==> src/rtl/fetch_redirect_unit_pkg.sv <==
// -----------------------------------------------------------------------------
// fetch_redirect_unit_pkg
//   Shared MIPS encodings and helpers for the fetch/redirect block.
//   Contents:
//     - opcode, funct and REGIMM rt constants used by the D-stage decode
//     - default reset PC and NOP word
//     - npc_sel_e    : which source feeds the next fetch PC
//     - instr_class_t: control-flow class of the D-stage instruction
//     - classify()   : maps op/rt/funct fields to an instr_class_t
// -----------------------------------------------------------------------------
package fetch_redirect_unit_pkg;

  localparam logic [5:0] OP_RTYPE  = 6'b000000;
  localparam logic [5:0] OP_REGIMM = 6'b000001;
  localparam logic [5:0] OP_J      = 6'b000010;
  localparam logic [5:0] OP_JAL    = 6'b000011;
  localparam logic [5:0] OP_BEQ    = 6'b000100;
  localparam logic [5:0] OP_BNE    = 6'b000101;
  localparam logic [5:0] OP_BLEZ   = 6'b000110;
  localparam logic [5:0] OP_BGTZ   = 6'b000111;

  localparam logic [5:0] FN_JR     = 6'b001000;
  localparam logic [5:0] FN_JALR   = 6'b001001;

  localparam logic [4:0] RT_BLTZ   = 5'b00000;
  localparam logic [4:0] RT_BGEZ   = 5'b00001;

  localparam logic [31:0] DEFAULT_RESET_PC  = 32'h0000_3000;
  localparam logic [31:0] DEFAULT_NOP_INSTR = 32'h0000_0000;

  // Source of the next fetch PC, listed from lowest to highest priority.
  typedef enum logic [1:0] {
    NPC_SEQ    = 2'd0,
    NPC_JREG   = 2'd1,
    NPC_JUMP   = 2'd2,
    NPC_BRANCH = 2'd3
  } npc_sel_e;

  typedef struct packed {
    logic is_branch;  // conditional branch; taken only when br_cond is set
    logic is_j;       // j / jal, pseudo-direct target
    logic is_jr;      // jr / jalr, register target
  } instr_class_t;

  function automatic instr_class_t classify(input logic [5:0] op,
                                            input logic [4:0] rt,
                                            input logic [5:0] funct);
    instr_class_t c;
    c.is_branch = (op == OP_BEQ) || (op == OP_BNE) || (op == OP_BLEZ) ||
                  (op == OP_BGTZ) ||
                  ((op == OP_REGIMM) && ((rt == RT_BLTZ) || (rt == RT_BGEZ)));
    c.is_j      = (op == OP_J) || (op == OP_JAL);
    c.is_jr     = (op == OP_RTYPE) && ((funct == FN_JR) || (funct == FN_JALR));
    return c;
  endfunction

endpackage

==> src/rtl/fetch_redirect_unit_npc_calc.sv <==
// -----------------------------------------------------------------------------
// fetch_redirect_unit_npc_calc
//   Combinational next-fetch-PC selection for the D-stage instruction.
//   Ports:
//     ir_d_i    in  32  D-stage instruction
//     pc_d_i    in  32  PC of ir_d_i
//     pc_f_i    in  32  current fetch PC
//     br_cond_i in  1   comparator decision for a conditional branch in D
//     rs_val_i  in  32  forwarded GPR[rs] (jr/jalr target)
//     npc_o     out 32  next fetch PC
//   Priority: taken branch > j/jal > jr/jalr > sequential (pc_f + 4).
//   All arithmetic is 32-bit modulo; wrap-around is silent.
// -----------------------------------------------------------------------------
module fetch_redirect_unit_npc_calc
  import fetch_redirect_unit_pkg::*;
(
  input  logic [31:0] ir_d_i,
  input  logic [31:0] pc_d_i,
  input  logic [31:0] pc_f_i,
  input  logic        br_cond_i,
  input  logic [31:0] rs_val_i,
  output logic [31:0] npc_o
);

  instr_class_t cls;
  npc_sel_e     sel;
  logic [31:0]  br_offset;
  logic [31:0]  br_target;
  logic [31:0]  j_target;
  logic [31:0]  seq_pc;

  always_comb begin
    // NOTE: every variable gets a value before any branch so no path can
    // leave one unassigned and infer a latch.
    sel       = NPC_SEQ;
    npc_o     = '0;

    cls       = classify(ir_d_i[31:26], ir_d_i[20:16], ir_d_i[5:0]);
    // Branch offset is relative to the delay-slot address (pc_d + 4).
    br_offset = {{14{ir_d_i[15]}}, ir_d_i[15:0], 2'b00};
    br_target = pc_d_i + 32'd4 + br_offset;
    // Pseudo-direct jump keeps the 256 MB region of the jump itself.
    j_target  = {pc_d_i[31:28], ir_d_i[25:0], 2'b00};
    seq_pc    = pc_f_i + 32'd4;

    if (cls.is_branch && br_cond_i) sel = NPC_BRANCH;
    else if (cls.is_j)              sel = NPC_JUMP;
    else if (cls.is_jr)             sel = NPC_JREG;

    unique case (sel)
      NPC_BRANCH: npc_o = br_target;
      NPC_JUMP:   npc_o = j_target;
      NPC_JREG:   npc_o = rs_val_i;   // not masked; misalignment surfaces as adel_d
      default:    npc_o = seq_pc;
    endcase
  end

endmodule

==> src/rtl/fetch_redirect_unit.sv <==
// -----------------------------------------------------------------------------
// fetch_redirect_unit
//   Owns the fetch PC and the IF/ID pipeline register of a 5-stage MIPS
//   pipeline. Redirects for branches (delay slot honoured, never flushed),
//   j/jal and jr/jalr are decided in D and land on pc_f one edge later.
//   Ports:
//     clk      in  1   system clock, rising edge
//     reset    in  1   asynchronous active-low reset
//     stall    in  1   hazard stall: holds pc_f and the IF/ID register
//     br_cond  in  1   comparator decision for the branch in ir_d
//     rs_val_d in  32  forwarded GPR[rs] for jr/jalr
//     instr_f  in  32  instruction-memory data at pc_f
//     pc_f     out 32  fetch PC (IM address)
//     ir_d     out 32  D-stage instruction
//     pc_d     out 32  PC of ir_d
//     pc8_d    out 32  pc_d + 8, link value for jal/jalr
//     adel_d   out 1   pc_d was not word-aligned
// -----------------------------------------------------------------------------
module fetch_redirect_unit
  import fetch_redirect_unit_pkg::*;
#(
  parameter logic [31:0] RESET_PC  = DEFAULT_RESET_PC,
  parameter logic [31:0] NOP_INSTR = DEFAULT_NOP_INSTR
) (
  input  logic        clk,
  input  logic        reset,
  input  logic        stall,
  input  logic        br_cond,
  input  logic [31:0] rs_val_d,
  input  logic [31:0] instr_f,
  output logic [31:0] pc_f,
  output logic [31:0] ir_d,
  output logic [31:0] pc_d,
  output logic [31:0] pc8_d,
  output logic        adel_d
);

  logic [31:0] pc_f_q, pc_f_d;
  logic [31:0] ir_d_q, ir_d_d;
  logic [31:0] pc_d_q, pc_d_d;
  logic        adel_d_q, adel_d_d;
  logic [31:0] npc;

  fetch_redirect_unit_npc_calc u_npc_calc (
    .ir_d_i    (ir_d_q),
    .pc_d_i    (pc_d_q),
    .pc_f_i    (pc_f_q),
    .br_cond_i (br_cond),
    .rs_val_i  (rs_val_d),
    .npc_o     (npc)
  );

  // A stalled redirect is not lost: ir_d keeps the control-flow instruction,
  // so it is re-decided next cycle with the then-current br_cond/rs_val_d.
  always_comb begin
    pc_f_d   = pc_f_q;
    ir_d_d   = ir_d_q;
    pc_d_d   = pc_d_q;
    adel_d_d = adel_d_q;
    if (!stall) begin
      pc_f_d   = npc;
      ir_d_d   = instr_f;          // delay-slot instruction enters D, no flush
      pc_d_d   = pc_f_q;
      adel_d_d = |pc_f_q[1:0];
    end
  end

  // NOTE: sequential state uses non-blocking assignments so all registers
  // update from pre-edge values regardless of statement order.
  always_ff @(posedge clk or negedge reset) begin
    if (!reset) begin
      pc_f_q   <= RESET_PC;
      ir_d_q   <= NOP_INSTR;
      pc_d_q   <= RESET_PC;
      adel_d_q <= 1'b0;
    end else begin
      pc_f_q   <= pc_f_d;
      ir_d_q   <= ir_d_d;
      pc_d_q   <= pc_d_d;
      adel_d_q <= adel_d_d;
    end
  end

  assign pc_f   = pc_f_q;
  assign ir_d   = ir_d_q;
  assign pc_d   = pc_d_q;
  assign pc8_d  = pc_d_q + 32'd8;
  assign adel_d = adel_d_q;

endmodule

==> config.mk <==
export PLATFORM = sky130hd
export DESIGN_NAME = fetch_redirect_unit
export DESIGN_NICKNAME = d
export VERILOG_FILES = /design/src/rtl/fetch_redirect_unit_pkg.sv /design/src/rtl/fetch_redirect_unit_npc_calc.sv /design/src/rtl/fetch_redirect_unit.sv
export SDC_FILE = /design/constraint.sdc
export NUM_CORES = 1
export LEC_CHECK = 0
export ABC_AREA = 1
export BUFFER_PORTS_ARGS = -buffer_cell sky130_fd_sc_hd__buf_4
export CAP_MARGIN = 20
export CORE_MARGIN = 2
export CORE_UTILIZATION = 57
export CTS_BUF_LIST = sky130_fd_sc_hd__clkbuf_8
export DETAILED_ROUTE_END_ITERATION = 8
export GPL_TIMING_DRIVEN = 0
export PLACE_DENSITY_LB_ADDON = 0.15
export SLEW_MARGIN = 20
export SYNTH_ARGS = -nofsm -noshare
export SYNTH_HDL_FRONTEND = slang
export SYNTH_SLANG_ARGS = --single-unit
==> constraint.sdc <==
create_clock -name clk -period 3.1 [get_ports clk]
set_input_delay 0.62 -clock clk [delete_from_list [all_inputs] [get_ports clk]]
set_output_delay 0.62 -clock clk [all_outputs]
set_load 0.005 [all_outputs]
==> summary.txt <==
Flow run
  – Max Cap Viol: 0

Clock tree
  – Clock root buffer: clkbuf_8
  – Clock buffer count from CTS: 9
  – Worst-Skew Late Latency: ~0.40 ns
  – H-tree depth: 3
  – # clock sinks: just under 100
  – CTS tree: done
  – CTS clock-pin slew for the worst setup and hold paths: around 0.11 ns
  – Largest buffer count on any clock path: 2

Routing
  – Starting DRT DRC Count: roughly 1,000
  – Pre-Repair DR Iteration Count: 7
  – Antenna viol nets, final: 0
  – DR vias: 9,527
  – WL per Instance: about 19 um
  – Post-DR vias/cell: around 5.7
  – Post-route DRC: 0
  – WL final: about 31,000 um

Synthesis
  – Seq/Total Area, Yosys: 0.2919
  – Syn Inst Count: roughly 1,300
  – Number of flops mapped to enable cells by yosys: 0
  – Library cells used by synthesis: between 40 and 50
  – Synthesized cell area: around 0.0083 sq mm
  – Mapped Nets: 1,413
  – Largest cells by area after synthesis: dfrtp_1 28%, nand2_1 21%, ha_1 8.9%
  – Synthesized flop and latch total: slightly below 100
  – Avg Cell Area, Syn: 6.485 sq um
  – Top-area cell type share of the netlist area: 0.2793
  – Leading area contributor after synthesis: dfrtp_1
  – Top FF cell, synth: dfrtp_1
  – Async S/R FF share, synth: 1.000
  – Yosys Warn Count: 0

Global routing
  – Pin count of the biggest net entering global routing: 98
  – GRT Overall Usage: 0.3970
  – Antenna violations before repair: 0
  – Global-route wire length before repair: about 48,000 um
  – Grt total ovfl: 0
  – Number of global-route vias before repair: a little under 9,000

Floorplan
  – Initial core utilization: 0.5777
  – Die Height: approximately 120 um
  – Die Wd: 124.9 um
  – Row count: between 40 and 50
  – Core Box Area: 0.01442 sq mm
  – Die area: 0.01560 sq mm
  – IO Count: 197

Power and ir drop
  – LEAKAGE: 5.526 nW
  – Peak supply drop: between 0.3 and 0.4 mV
  – Power per cell area: 585.2 mW/mm^2

Cells and area
  – Most frequent cells in the layout: 471 x nand2_1, 205 x buf_4, 161 x inv_1
  – Layout cells sized above 1: 0.1885
  – Nets: 1,624
  – Post-Layout Cell Count: ~1,700
  – Commonest non-fill, non-tap cell in the layout: nand2_1
  – P&R area growth vs syn: 23.87%
  – Ant diodes: 0
  – Fillers: 1,299

Setup path
  – Critical Path Start Type: register
  – WS Path Type: reg2out
  – CP required: approximately 2.5 ns
  – Worst Path Arrival: ~2.4 ns
  – Maximum fanout along the worst path: 5
  – Worst Setup End Kind: output pin

Timing
  – Max Slew Vio Count: 0
  – Slew HR: 0.3847
  – RSZ-0062 raised after global routing: yes
  – Endpoints failing setup: 0
  – Final min period: between 3 and 4 ns
  – Worst Max-Slew Pin Slew: just over 0.9 ns
  – F_max: 0.3302 GHz
  – Setup TNS: 0 ns
  – Final Hold Viols: 0
  – Tcrit/Tclk final: 0.9771
  – Fin Clk Skew: about 0.016 ns

Place
  – Placed cells: roughly 1,700
  – PortBufs: between 150 and 200
  – Post-DP HPWL: between 20,000 and 25,000 um
  – Final GP Congestion: between 1 and 1.5

Run status
  – Outcome: completed

Hold path
  – HP Class: in2async
==> cell type report <==
cell class                 count  area [sq um]  share of cell area
sequential                    97          2444              0.2367
clock buffer                  10         137.6             0.01333
timing repair buffer         200          1505              0.1458
clock inverter                 6         73.82            0.007152
tap                          184         230.2             0.02230
multi-input combinational    988          5140              0.4979
inverter                     165         621.8             0.06024
buffer                        35         170.2             0.01648
==> through the flow <==
step                      hold WS, ns  power [mW]  setup WS, ns    util  area [sq um]
after detailed placement       0.4899       4.995      -0.04985  0.6960         10040
after global routing           0.3981       6.442      -0.01201  0.7156         10320
after floorplan                0.3244       3.630        0.6754       -          8333
after CTS                      0.3520       5.914      0.003110  0.7109         10250
final                          0.3089       6.041       0.07112  0.7156         10320
after global placement         0.4859       4.917      -0.03792  0.6957         10030
==> metal layers <==
| layer | track usage | wire length [um] |
|---|---|---|
| met5 | 0 | 0 |
| met4 | 0.1660 | 1106 |
| met3 | 0.08290 | 3100 |
| met2 | 0.6390 | 14670 |
| met1 | 0.5237 | 12540 |
==> power breakdown <==
group | leakage, nW | internal [mW] | switching (mW)
Combinational | 4.24 | 1.32 | 1.71
Sequential | 1.18 | 1.55 | 0.535
Clock | 0.107 | 0.408 | 0.515
==> cells by family (layout without fill, tap and decap cells) <==
| kind of cell | Yosys count | count (layout) | share of synthesized area |
|---|---|---|---|
| buffers and inverters | 200 | 416 | 0.09505 |
| xor gates and xnor gates | 46 | 46 | 0.04835 |
| and+or+nand+nor | 746 | 746 | 0.3877 |
| adders and majority gates | 60 | 60 | 0.09099 |
| AOI/OAI and AO/OA | 136 | 136 | 0.08604 |
| DFF | 97 | 97 | 0.2919 |
==> worst max-delay path, cell delays in order (launching register included) <==
cell and delay [ns]:
dfrtp_1 0.49, inv_1 0.19, nor3_4 0.25, nand2_2 0.15, nor2_4 0.15, nand2_2 0.09
nor2_4 0.11, nand3_2 0.12, nor2_2 0.13, xor2_1 0.17, buf_4 0.14
==> synthesized netlist by cell type, types with 5 or more instances <==
cell type / instances
o21bai_1: 7
inv_1: 161
nand3b_1: 5
o21ai_1: 5
nand2_2: 6
nand2_1: 471
nor3_1: 27
xor2_1: 39
xnor2_1: 7
and2_1: 5
buf_4: 6
nand3_1: 91
o21ai_0: 81
dfrtp_1: 93
nand4_1: 25
a21oi_1: 35
buf_2: 7
clkbuf_1: 21
nor2_1: 83
ha_1: 59
or2_2: 10
==> registers in the layout (all words and copies together), names as in the netlist <==
name,cells
adel_d,1
ir_d,32
pc_f,32
pc_d,32
==> repair_timing <==
item,4_1_cts,5_1_grt
endpoints found under the setup margin,3,9
gates resized for setup,3,11
hold buffers,0,0
buffers inserted,0,4
==> worst paths after layout <==
path	end	depth (start not counted)	slack (ns)	startpoint
max reg2reg	pc_f[11]	12	0.13	pc_d[3]
min in group clk	ir_d[16]	3	0.40	instr_f[16]
min	ir_d[30]	1	0.31	reset
max in group asynchronous	ir_d[15]	1	2.10	reset
min reg2reg	pc_f[12]	2	0.51	pc_f[12]
max	pc8_d[27]	10	0.07	pc_d[7]
Note: power is estimated with default switching activity, not from simulation.
